**config.mk**
```make
export PLATFORM = sky130hd
export DESIGN_NAME = jpeg_frame_assembler
export DESIGN_NICKNAME = d
export VERILOG_FILES = /design/src/rtl/jpeg_frame_assembler.sv
export SDC_FILE = /design/constraint.sdc
export NUM_CORES = 1
export LEC_CHECK = 0
export BUFFER_PORTS_ARGS = -buffer_cell sky130_fd_sc_hd__buf_4
export CORE_UTILIZATION = 35
export CTS_CLUSTER_DIAMETER = 120
export DETAILED_ROUTE_END_ITERATION = 7
export MAX_ROUTING_LAYER = met4
export PLACE_DENSITY = 0.5
export SLEW_MARGIN = 5
export SYNTH_ARGS = -nofsm -noshare
export SYNTH_HDL_FRONTEND = slang
export SYNTH_SLANG_ARGS = --single-unit
```
**constraint.sdc**
```tcl
create_clock -name clock -period 4.2 [get_ports clock]
set_input_delay 0.63 -clock clock [delete_from_list [all_inputs] [get_ports clock]]
set_output_delay 0.63 -clock clock [all_outputs]
set_load 0.01 [all_outputs]
```
**src/rtl/jpeg_frame_assembler.sv**
```systemverilog
`default_nettype none
// ============================================================================
// Module      : jpeg_frame_assembler
// Description : Frames a JPEG stream: JFIF header (with live quant tables
//               spliced in), FIFO-buffered entropy bytes, then the EOI marker.
// Revision    : 1.0 - initial release
// ============================================================================
module jpeg_frame_assembler #(
    parameter int HEADER_LEN     = 328,
    parameter int QT_OFFSET      = 25,
    parameter int QT_COUNT       = 1,
    parameter int HDR_ADDR_WIDTH = 9,
    parameter int FIFO_DEPTH     = 16
) (
    input  logic                      clock,
    input  logic                      reset,
    input  logic                      frame_start,
    input  logic                      frame_end,
    input  logic                      in_valid,
    input  logic [7:0]                in_data,
    output logic [HDR_ADDR_WIDTH-1:0] hdr_raddr,
    output logic                      hdr_ren,
    input  logic [7:0]                hdr_dout,
    output logic [6:0]                qt_raddr,
    output logic                      qt_ren,
    input  logic [7:0]                qt_dout,
    output logic                      out_valid,
    output logic [7:0]                out_data,
    output logic                      out_last,
    input  logic                      out_ready,
    output logic                      busy,
    output logic                      overflow
);

    localparam int c_H_W   = $clog2(HEADER_LEN + 1);
    localparam int c_PTR_W = $clog2(FIFO_DEPTH);

    localparam logic [c_H_W-1:0] c_QT_LO  = c_H_W'(QT_OFFSET);
    localparam logic [c_H_W-1:0] c_QT_HI  = c_H_W'(QT_OFFSET + 64 * QT_COUNT);
    localparam logic [c_H_W-1:0] c_H_LAST = c_H_W'(HEADER_LEN - 1);

    typedef enum logic [2:0] {
        ST_IDLE        = 3'd0,
        ST_HDR_FETCH   = 3'd1,
        ST_HDR_PRESENT = 3'd2,
        ST_BODY        = 3'd3,
        ST_EOI_FF      = 3'd4,
        ST_EOI_D9      = 3'd5
    } state_t;

    state_t             r_state;
    state_t             w_next;

    logic [c_H_W-1:0]   r_h;
    logic               r_sel_qt;
    logic               r_hdr_fresh;
    logic [7:0]         r_hdr_byte;
    logic               r_pending;
    logic               r_overflow;

    logic [7:0]         r_mem [FIFO_DEPTH];
    logic [c_PTR_W:0]   r_wptr;
    logic [c_PTR_W:0]   r_rptr;

    logic               w_empty;
    logic               w_full;
    logic               w_active;
    logic               w_push;
    logic               w_drop;
    logic               w_pop;
    logic               w_start;
    logic               w_hdr_adv;
    logic               w_in_qt;
    logic [7:0]         w_hdr_sel;

    assign w_empty   = (r_wptr == r_rptr);
    assign w_full    = (r_wptr[c_PTR_W] != r_rptr[c_PTR_W]) &&
                       (r_wptr[c_PTR_W-1:0] == r_rptr[c_PTR_W-1:0]);
    assign w_active  = (r_state != ST_IDLE);
    // A pop in the same cycle frees the slot, so a push into a full FIFO still lands.
    assign w_push    = in_valid && w_active && (!w_full || w_pop);
    assign w_drop    = in_valid && w_active && w_full && !w_pop;
    assign w_in_qt   = (r_h >= c_QT_LO) && (r_h < c_QT_HI);
    assign w_hdr_sel = r_sel_qt ? qt_dout : hdr_dout;

    assign busy     = w_active;
    assign overflow = r_overflow;

    always_ff @(posedge clock or posedge reset) begin
        if (reset) begin
            r_state <= ST_IDLE;
        end else begin
            r_state <= w_next;
        end
    end

    always_comb begin
        w_next    = r_state;
        hdr_ren   = 1'b0;
        hdr_raddr = '0;
        qt_ren    = 1'b0;
        qt_raddr  = '0;
        out_valid = 1'b0;
        out_data  = 8'h00;
        out_last  = 1'b0;
        w_pop     = 1'b0;
        w_start   = 1'b0;
        w_hdr_adv = 1'b0;
        case (r_state)
            ST_IDLE: begin
                if (frame_start) begin
                    w_start = 1'b1;
                    w_next  = ST_HDR_FETCH;
                end
            end
            ST_HDR_FETCH: begin
                if (w_in_qt) begin
                    qt_ren   = 1'b1;
                    qt_raddr = 7'(r_h - c_QT_LO);
                end else begin
                    hdr_ren   = 1'b1;
                    hdr_raddr = HDR_ADDR_WIDTH'(r_h);
                end
                w_next = ST_HDR_PRESENT;
            end
            ST_HDR_PRESENT: begin
                // EBR output is only guaranteed in the first cycle; later cycles use the captured copy.
                out_valid = 1'b1;
                out_data  = r_hdr_fresh ? w_hdr_sel : r_hdr_byte;
                if (out_ready) begin
                    w_hdr_adv = 1'b1;
                    w_next    = (r_h == c_H_LAST) ? ST_BODY : ST_HDR_FETCH;
                end
            end
            ST_BODY: begin
                if (!w_empty) begin
                    out_valid = 1'b1;
                    out_data  = r_mem[r_rptr[c_PTR_W-1:0]];
                    w_pop     = out_ready;
                end else if (r_pending) begin
                    w_next = ST_EOI_FF;
                end
            end
            ST_EOI_FF: begin
                out_valid = 1'b1;
                out_data  = 8'hFF;
                if (out_ready) begin
                    w_next = ST_EOI_D9;
                end
            end
            ST_EOI_D9: begin
                out_valid = 1'b1;
                out_data  = 8'hD9;
                out_last  = 1'b1;
                if (out_ready) begin
                    w_next = ST_IDLE;
                end
            end
            default: begin
                w_next = ST_IDLE;
            end
        endcase
    end

    always_ff @(posedge clock or posedge reset) begin
        if (reset) begin
            r_h         <= '0;
            r_sel_qt    <= 1'b0;
            r_hdr_fresh <= 1'b0;
            r_hdr_byte  <= 8'h00;
        end else begin
            if (w_start) begin
                r_h <= '0;
            end else if (w_hdr_adv) begin
                r_h <= r_h + 1'b1;
            end
            r_hdr_fresh <= (r_state == ST_HDR_FETCH);
            if (r_state == ST_HDR_FETCH) begin
                r_sel_qt <= w_in_qt;
            end
            if ((r_state == ST_HDR_PRESENT) && r_hdr_fresh) begin
                r_hdr_byte <= w_hdr_sel;
            end
        end
    end

    always_ff @(posedge clock or posedge reset) begin
        if (reset) begin
            r_pending <= 1'b0;
        end else if (w_start) begin
            r_pending <= 1'b0;
        end else if ((r_state == ST_EOI_D9) && out_ready) begin
            r_pending <= 1'b0;
        end else if (frame_end && w_active) begin
            r_pending <= 1'b1;
        end
    end

    always_ff @(posedge clock or posedge reset) begin
        if (reset) begin
            r_overflow <= 1'b0;
        end else if (w_start) begin
            r_overflow <= 1'b0;
        end else if (w_drop) begin
            r_overflow <= 1'b1;
        end
    end

    always_ff @(posedge clock or posedge reset) begin
        if (reset) begin
            r_wptr <= '0;
            r_rptr <= '0;
        end else if (w_start) begin
            r_wptr <= '0;
            r_rptr <= '0;
        end else begin
            if (w_push) begin
                r_wptr <= r_wptr + 1'b1;
            end
            if (w_pop) begin
                r_rptr <= r_rptr + 1'b1;
            end
        end
    end

    always_ff @(posedge clock) begin
        if (w_push) begin
            r_mem[r_wptr[c_PTR_W-1:0]] <= in_data;
        end
    end

endmodule
`default_nettype wire

```
; Word-level counts from Yosys, hierarchy flattened
; Memories as Yosys holds them, arrays and structs flattened.
; Cells that the tools add are included.
[totals]
ff_bits = 34
mem_bits_rw = 128
out_inout_bits = 30
word_cells = 94
memories = 1
[mem_list]
columns = memory, words, width, read_ports, rd_clocked_by_memory_dff, wr, line_no
row1 = r_mem, 16, 8, 1, 0, 1, 61  ; logic [7:0] r_mem [FIFO_DEPTH];
[op_classes]
n_addsub = 4
magnitude_cmp = 2
n_eq_ne = 15
n_mux = 42
reduce_logical = 21
[ops]
columns = operator, count
row1 = 2-to-1 mux 9 bit, 4
row2 = one-hot mux 8 bit (4 select lines), 1
row3 = 2-to-1 mux 8 bit, 3
row4 = 2-to-1 mux 5 bit, 4
row5 = 2-to-1 mux 1 bit, 19
row6 = 2-to-1 mux 3 bit, 6
row7 = one-hot mux 3 bit (6 select lines), 1
row8 = 2-to-1 mux 7 bit, 2
row9 = "inequality test 2 bit, second input constant", 6
row10 = "adder 5 x 1 -> 5 bit, second input constant", 2
row11 = "adder 9 x 1 -> 9 bit, second input constant", 1
row12 = "== test 9 bit, second input constant", 1
row13 = ">= comparator 9 x 5 -> 1 bit, second input constant", 1
row14 = logical AND 1 bit, 9
row15 = "< comparator 9 x 7 -> 1 bit, second input constant", 1
row16 = nonzero test 2 bit, 4
row17 = "subtractor 7 x 5 -> 7 bit, second input constant", 1
row18 = "== test 3 x 2 -> 1 bit, second input constant", 2
row19 = "== test 3 bit, second input constant", 2
row20 = AND reduction 6 bit, 1
row21 = nonzero test 3 bit, 2
row22 = == test 5 bit, 1
row23 = == test 4 bit, 1
row24 = "== test 3 x 1 -> 1 bit, second input constant", 1
row25 = 7 further kinds, 8

; Depth between registers and ports, before layout
; Gate-level depths: netlist of run 1.
[depth]
ltp_word = 7
depth_mapped = 8

; Worst setup path before layout of run 1
; OpenSTA, ideal clock, no wires.
[synth_path]
path_kind = input to register
from = input port out_ready
to = memory r_mem[3][0], enable pin
t_arrival_ns = 2.124
t_required_ns = 3.817
setup_slack_ns = 1.693
cell_stages = 7
n_path_buf = 2
cell_sequence = clkbuf_1 > inv_1 > o21ai_0 > o211a_1 > buf_4 > nand2_1 > nor3_1
[synth_via]
elab_chain_cells = 6
[synth_rtl]
columns = element, line_no
row1 = start: declaration, 30  ; input logic out_ready,
row2 = 2-to-1 mux 1 bit, 136  ; if (!w_empty) begin
row3 = 2-to-1 mux 1 bit, 109  ; case (r_state)
row4 = logical OR 1 bit, 81  ; assign w_push = in_valid && w_active && (!w_full || w_pop);
row5 = logical AND 1 bit, 81
row6 = 2-to-1 mux 1 bit, 227  ; if (w_push) begin
row7 = 2-to-1 mux 1 bit (implied by the code), 228  ; r_mem[r_wptr[c_PTR_W-1:0]] <= in_data;
row8 = end: declaration, 61
; Every way passes these cells.

; Worst setup path in the final report of run 1
[layout_path]
from = register r_rptr[2]
to = output port out_data[5]
[layout_via]
elab_chain_cells = 3
word_cells_on_any_way = 4
classes_between = 1 x eq/ne / 2 x mux / 1 x memory
[layout_rtl]
columns = element, line_no
row1 = start: declaration, 63  ; logic [c_PTR_W:0] r_rptr;
row2 = start signal: assignment, 221  ; r_rptr <= r_rptr + 1'b1;
row3 = memory read (16 x 8 bit) or == test 5 bit (tied branches), -
row4 = 2-to-1 mux 8 bit *, 136
row5 = one-hot mux 8 bit (4 select lines) *, 109
row6 = end: declaration, 28  ; output logic [7:0] out_data,
; Every way passes the cells marked *; elsewhere a longest branch is shown, timed or not.

==> metrics.md, run 1 <==
| Metric | Value |
|---|---|
| Status | complete, no violations |
| Gr ovfl total | 0 |
| R2R Path End | r_mem[4][3] |
| Ports | 60 |
| Initial core utilization | 36.00% |
| CTS tree | yes |
| Routed Antenna Nets | 0 |
| RePlAce Congestion | 0.7933 |
| Crit-path cells | buf_4, mux4_1, o22ai_1, o22a_1, o22ai_1, buf_4 |
| Core area | 0.02036 mm2 |
| Worst setup path startpoint | r_rptr[2] |
| Yosys cell types | 50 |
| Worst-path clk slew | 0.07 ns |
| Cells after DPL | 816 |
| Total die area | 0.02153 mm2 |
| Critical Path RT | 3.57 ns |
| Initial antenna violation count | 0 |
| FFs w/ async S/R, synth | 20.99% |
| Yosys warning count | 0 |
| Drt wl/cell | 19.48 um |
| Top FF cell, synth | edfxtp_1 |
| Area of the multi-input gates | 0.002412 mm2 |
| Post-route minimum period | 3.344 ns |
| Filler cells | 1878 |
| Height of the die | 146.7 um |
| Most common cell in the netlist | edfxtp_1 |
| Synth top cells by count | edfxtp_1 (128), nor2_1 (53), dfrtp_1 (34) |
| FF+latch area | 0.004695 mm2 |
| EDFF count, synth | 128 |
| DRC Markers | 0 |
| Die W | 146.7 um |
| Gr usage total | 16.77% |
| Leak Pwr | 3.096 nW |
| # setup viols final | 0 |
| Worst-margin pin slew | 0.9276 ns |
| Largest net degree at the start of global routing | 32 |
| Area share of the largest cell type after synthesis | 52.43% |
| First drt pass iteration count | 4 |
| Hold buffer count at cts | 0 |
| F_max | 299.1 MHz |
| CTS Sinks | 162 |
| # diodes | 0 |
| Number of global-route vias before repair | 4328 |
| Reg2Reg Depth | 5 |
| Slew Viols, Final | 0 |
| Detail Placement HPWL | 10.76 mm |
| PwrDens | 568.1 mW/mm2 |
| Synth area leader | edfxtp_1 |
| Area Overhead vs Synth | 16.74% |
| Synth Register Bits | 162 |
| CP max FO | 27 |
| Top post-synthesis cells by area | edfxtp_1 (52%), dfrtp_1 (12%), mux4_2 (4.9%), mux4_1 (3.2%), mux2i_1 (3.0%) |
| Worst Hold Class | primary input to asynchronous set/reset pin |
| Worst Setup End Kind | output port |
| Post-Syn Area per Cell | 14.37 um2 |
| Clk root buf | clkbuf_16 |
| Maximum vdd drop | 0.0003345 V |
| Crit start category | flop |
| Final worst-path cycle share | 79.61% |
| Initial drt markers | 245 |
| Cell area after layout | 0.008558 mm2 |
| TNS Setup | 0 ns |
| CP Class | flop to output port |
| Layout Nets | 604 |
| Vias per std cell | 5.108 |
| Critical Path AT | 2.71 ns |
| Slew margin rel. | 37.93% |
| Max clock buf depth | 2 |
| Sequential area share after synthesis | 64.04% |
| Fin cells | 848 |
| First-pass GRT wire length | 25.73 mm |
| Syn_nets | 549 |
| Mapped Cells | 510 |
| Post-Syn Area | 0.007331 mm2 |
| Number of setup buffers added after CTS | 0 |
| Port Buffers | 59 |
| Rows | 52 |
| R2r setup slk | 1.41 ns |
| Crit Reg-Reg Startpoint | r_rptr[3] |
| Max Cap Viol | 0 |
| Layout cells sized above 1 | 23.88% |
| Hold Vio Cnt, Final | 0 |
| H-tree levels | 4 |
| Skew final | 0.01163 ns |
| Post-Route WL | 16.52 mm |
| Post-Place Cell Area | 0.008011 mm2 |
| CP max-delay cell | dfrtp_1 |
| Post_cts resized | 0 |
| CP peak stage delay | 0.71 ns |
| RSZ-0062 raised after global routing | no |
| Clock Latency Late Sink | 0.43 ns |
| Vias | 4332 |
| TritonCTS buffer count | 17 |
-- layer usage --
layer | up-vias | GRT usage (%) | part of all wire (%)
met3 | 16 | 3.106 | 3.9
li1 | 2043 | - | -
met4 | 0 | 6.406 | 1.4
met5 | - | - | 0
met1 | 2169 | 22.80 | 48
met2 | 104 | 24.95 | 46
-- layout make-up --
cell class / count / share of cell area, %
Inverter: 11 / 0.4825
Clock inverter: 15 / 1.418
Tap cell: 270 / 3.947
Sequential cell: 162 / 54.85
Timing Repair Buffer: 70 / 6.140
Multi-Input combinational cell: 303 / 28.19
Clock buffer: 17 / 4.971
-- cells in the final DEF, fill, tap and decap left out, types with 4 or more instances in the layout --
master and n:
buf_4 70, inv_1 11, mux2i_1 22, o22ai_1 15
nor2_1 53, dfrtp_1 34, mux2_2 16, edfxtp_1 128
mux4_2 16, nand3_1 11, inv_6 5, clkbuf_16 17
or3_1 4, xor2_1 8, nand2b_1 7, and2_1 7
nor3_1 10, ha_1 9, a21oi_1 31, nand2_1 22
o22a_1 7, o21ai_0 18, xnor2_1 9, mux4_1 9
-- per-stage QoR --
stage / total power [mW] / util [%] / hold WS, ns / worst slack [ns]
finish: 4.862 / 42.03 / 0.2586 / 0.8562
CTS: 4.920 / 42.03 / 0.2560 / 0.7697
detailed placement: 3.468 / 39.34 / 0.4975 / 1.249
global placement: 3.448 / 39.34 / 0.4831 / 1.240
floorplan: 3.030 / - / 0.4646 / 1.693
global route: 5.120 / 42.03 / 0.2735 / 0.6730
-- worst max-delay path by stage --
| stage | slack [ns] | cells past startpoint | end |
|---|---|---|---|
| 3_5_place_dp | 1.25 | 6 | out_data[5] |
| 3_3_place_gp | 1.24 | 6 | out_data[1] |
| 6_report | 0.86 | 6 | out_data[5] |
| 4_1_cts | 0.77 | 6 | out_data[5] |
| 5_1_grt | 0.67 | 6 | out_data[5] |
| 2_1_floorplan | 1.69 | 7 | r_mem[3][0] |
-- state kept, by name, summed over array words and instances, names as in the netlist --
register,cells
r_mem,128
r_pending,1
r_sel_qt,1
r_state,3
r_hdr_fresh,1
r_wptr,5
r_h,9
overflow,1
r_rptr,5
r_hdr_byte,8
-- where the power goes --
| group | switching, mW | internal, mW |
|---|---|---|
| logic | 0.768 | 0.562 |
| registers | 0.171 | 1.91 |
| clock network | 0.680 | 0.773 |
-- logic make-up (layout without fill, tap and decap cells) --
group	Yosys count	in the layout	synth area share [%]
flops	162	162	64.04
compound gates	82	82	6.640
fa+ha+maj	9	9	1.536
buf+inv	45	113	3.055
xor+xnor	17	17	2.031
simple gates	132	132	9.097
mux	63	63	13.60
-- worst max-delay path, delay by kind of cell, from the launching register on --
kind	cells	cell delay [ns]
AOI/OAI and AO/OA	3	0.55
buffers and inverters	2	0.64
DFF	1	0.71
muxes	1	0.38
Note: power is estimated with default switching activity, not from simulation.
==> inputs of run 2 (changes only) <==
- clock period: 4.2 -> 3.3 ns (I/O delays scaled with it)
==> metrics.md, run 2 (synthesis gave the netlist of run 1 again) <==
| Metric | Value |
|---|---|
| Status | complete, no violations |
| Drt wl/cell | 18.82 um |
| Number of setup buffers added after CTS | 0 |
| # diodes | 0 |
| Ports | 60 |
| Critical Path AT | 2.51 ns |
| Post_cts resized | 0 |
| Most frequent cells in the layout | edfxtp_1 (128), buf_4 (77), nor2_1 (53) |
| First-pass GRT wire length | 24.94 mm |
| Crit-path cells | inv_1, ha_1, or3_1, o22ai_1, buf_4 |
| Post-Place Cell Area | 0.008104 mm2 |
| Layout cells sized above 1 | 25.38% |
| First drt pass iteration count | 4 |
| Commonest non-fill, non-tap cell in the layout | edfxtp_1 |
| CTS Sinks | 162 |
| CP max FO | 9 |
| Port Buffers | 59 |
| Vias | 4376 |
| PwrDens | 733.0 mW/mm2 |
| Maximum vdd drop | 0.0003421 V |
| Gr usage total | 16.13% |
| Filler cells | 1860 |
| CTS tree | yes |
| CP max-delay cell | dfrtp_1 |
| Max Cap Viol | 0 |
| RSZ-0062 raised after global routing | no |
| Number of flip-flops in the largest register | 128 |
| Initial drt markers | 235 |
| Rows | 52 |
| TritonCTS buffer count | 17 |
| Gr ovfl total | 0 |
| Cell area after layout | 0.008720 mm2 |
| CP peak stage delay | 0.53 ns |
| Core area | 0.02036 mm2 |
| F_max | 332.3 MHz |
| Initial core utilization | 36.00% |
| Post-route minimum period | 3.010 ns |
| Area Overhead vs Synth | 18.95% |
| Layout Nets | 613 |
| Crit start category | flop |
| Leak Pwr | 3.185 nW |
| Worst-path clk slew | 0.07 ns |
| Vias per std cell | 5.106 |
| Final worst-path cycle share | 91.20% |
| H-tree levels | 4 |
| # setup viols final | 0 |
| Max clock buf depth | 2 |
| Routed Antenna Nets | 0 |
| Worst Hold Class | primary input to asynchronous set/reset pin |
| Height of the die | 146.7 um |
| Slew margin rel. | 62.09% |
| Slew Viols, Final | 0 |
| TNS Setup | 0 ns |
| DRC Markers | 0 |
| Number of global-route vias before repair | 4287 |
| Hold buffer count at cts | 0 |
| Critical Path RT | 2.80 ns |
| Total die area | 0.02153 mm2 |
| Initial antenna violation count | 0 |
| Worst Setup End Kind | output port |
| CP Class | flop to output port |
| Clk root buf | clkbuf_16 |
| Hold Vio Cnt, Final | 0 |
| Post-Route WL | 16.13 mm |
| Clock Latency Late Sink | 0.43 ns |
| Worst-margin pin slew | 0.5687 ns |
| Largest net degree at the start of global routing | 41 |
| Die W | 146.7 um |
| Detail Placement HPWL | 10.74 mm |
| RePlAce Congestion | 0.7804 |
| Skew final | 0.01006 ns |
==> run 2: changes by cell type in the layout (fill, tap and decap cells not counted) <==
cell and delta:
buf_4 +7, buf_12 +2, bufinv_16 +2, clkinv_1 -2, clkinv_4 -2, clkinv_8 +2, clkinvlp_4 -1, inv_6 +1
==> run 2: worst paths after layout <==
kind	from	to	slack [ns]	cells after the start
min in group clock	in_valid	overflow	0.33	3
worst max-delay path	r_state[1]	out_data[6]	0.29	5
max in group asynchronous	reset	r_rptr[0]	2.79	3
worst min-delay path	reset	r_sel_qt	0.18	3
worst min register to register	overflow	overflow	0.50	2
worst max register to register	r_state[0]	r_mem[15][3]	0.98	5
==> run 2: layout make-up <==
class | count | area, um2 | share of cell area [%]
Tap cell | 270 | 337.8 | 3.874
Sequential cell | 162 | 4695 | 53.84
Clock inverter | 15 | 190.2 | 2.181
Multi-Input combinational cell | 303 | 2412 | 27.67
Timing Repair Buffer | 79 | 618.1 | 7.089
Clock buffer | 17 | 425.4 | 4.879
Inverter | 11 | 41.29 | 0.4735
==> run 2: worst max-delay path: cells and delay by family (launching register included) <==
family | cells | cell delay [ns]
AOI/OAI and AO/OA | 1 | 0.23
DFF | 1 | 0.53
and+or+nand+nor | 1 | 0.53
buffers and inverters | 2 | 0.36
adders and majority gates | 1 | 0.44
==> run 2: layer usage <==
layer,global-route usage (%),vias up,routed length [um]
li1,-,2064,-
met1,21.79,2206,7806
met2,24.53,89,7511
met3,2.950,17,604
met4,5.469,0,206
met5,-,-,0
==> run 2: report_power, final <==
| group | internal (mW) | leakage (nW) | switching [mW] |
|---|---|---|---|
| sequential | 2.43 | 1.59 | 0.228 |
| combinational | 0.732 | 1.30 | 0.966 |
| clock | 1.15 | 0.299 | 0.881 |
| total | 4.32 | 3.19 | 2.08 |
==> run 2: stage by stage <==
step	total power, mW	utilization [%]	setup WS [ns]	hold WS [ns]	cells
global placement	4.399	39.79	0.7747	0.4844	825
CTS	6.459	42.82	0.2995	0.1882	857
detailed placement	4.429	39.79	0.7651	0.4894	825
floorplan	3.856	-	0.9278	0.4646	510
finish	6.391	42.82	0.2903	0.1819	857
global route	6.714	42.82	0.1725	0.2247	857
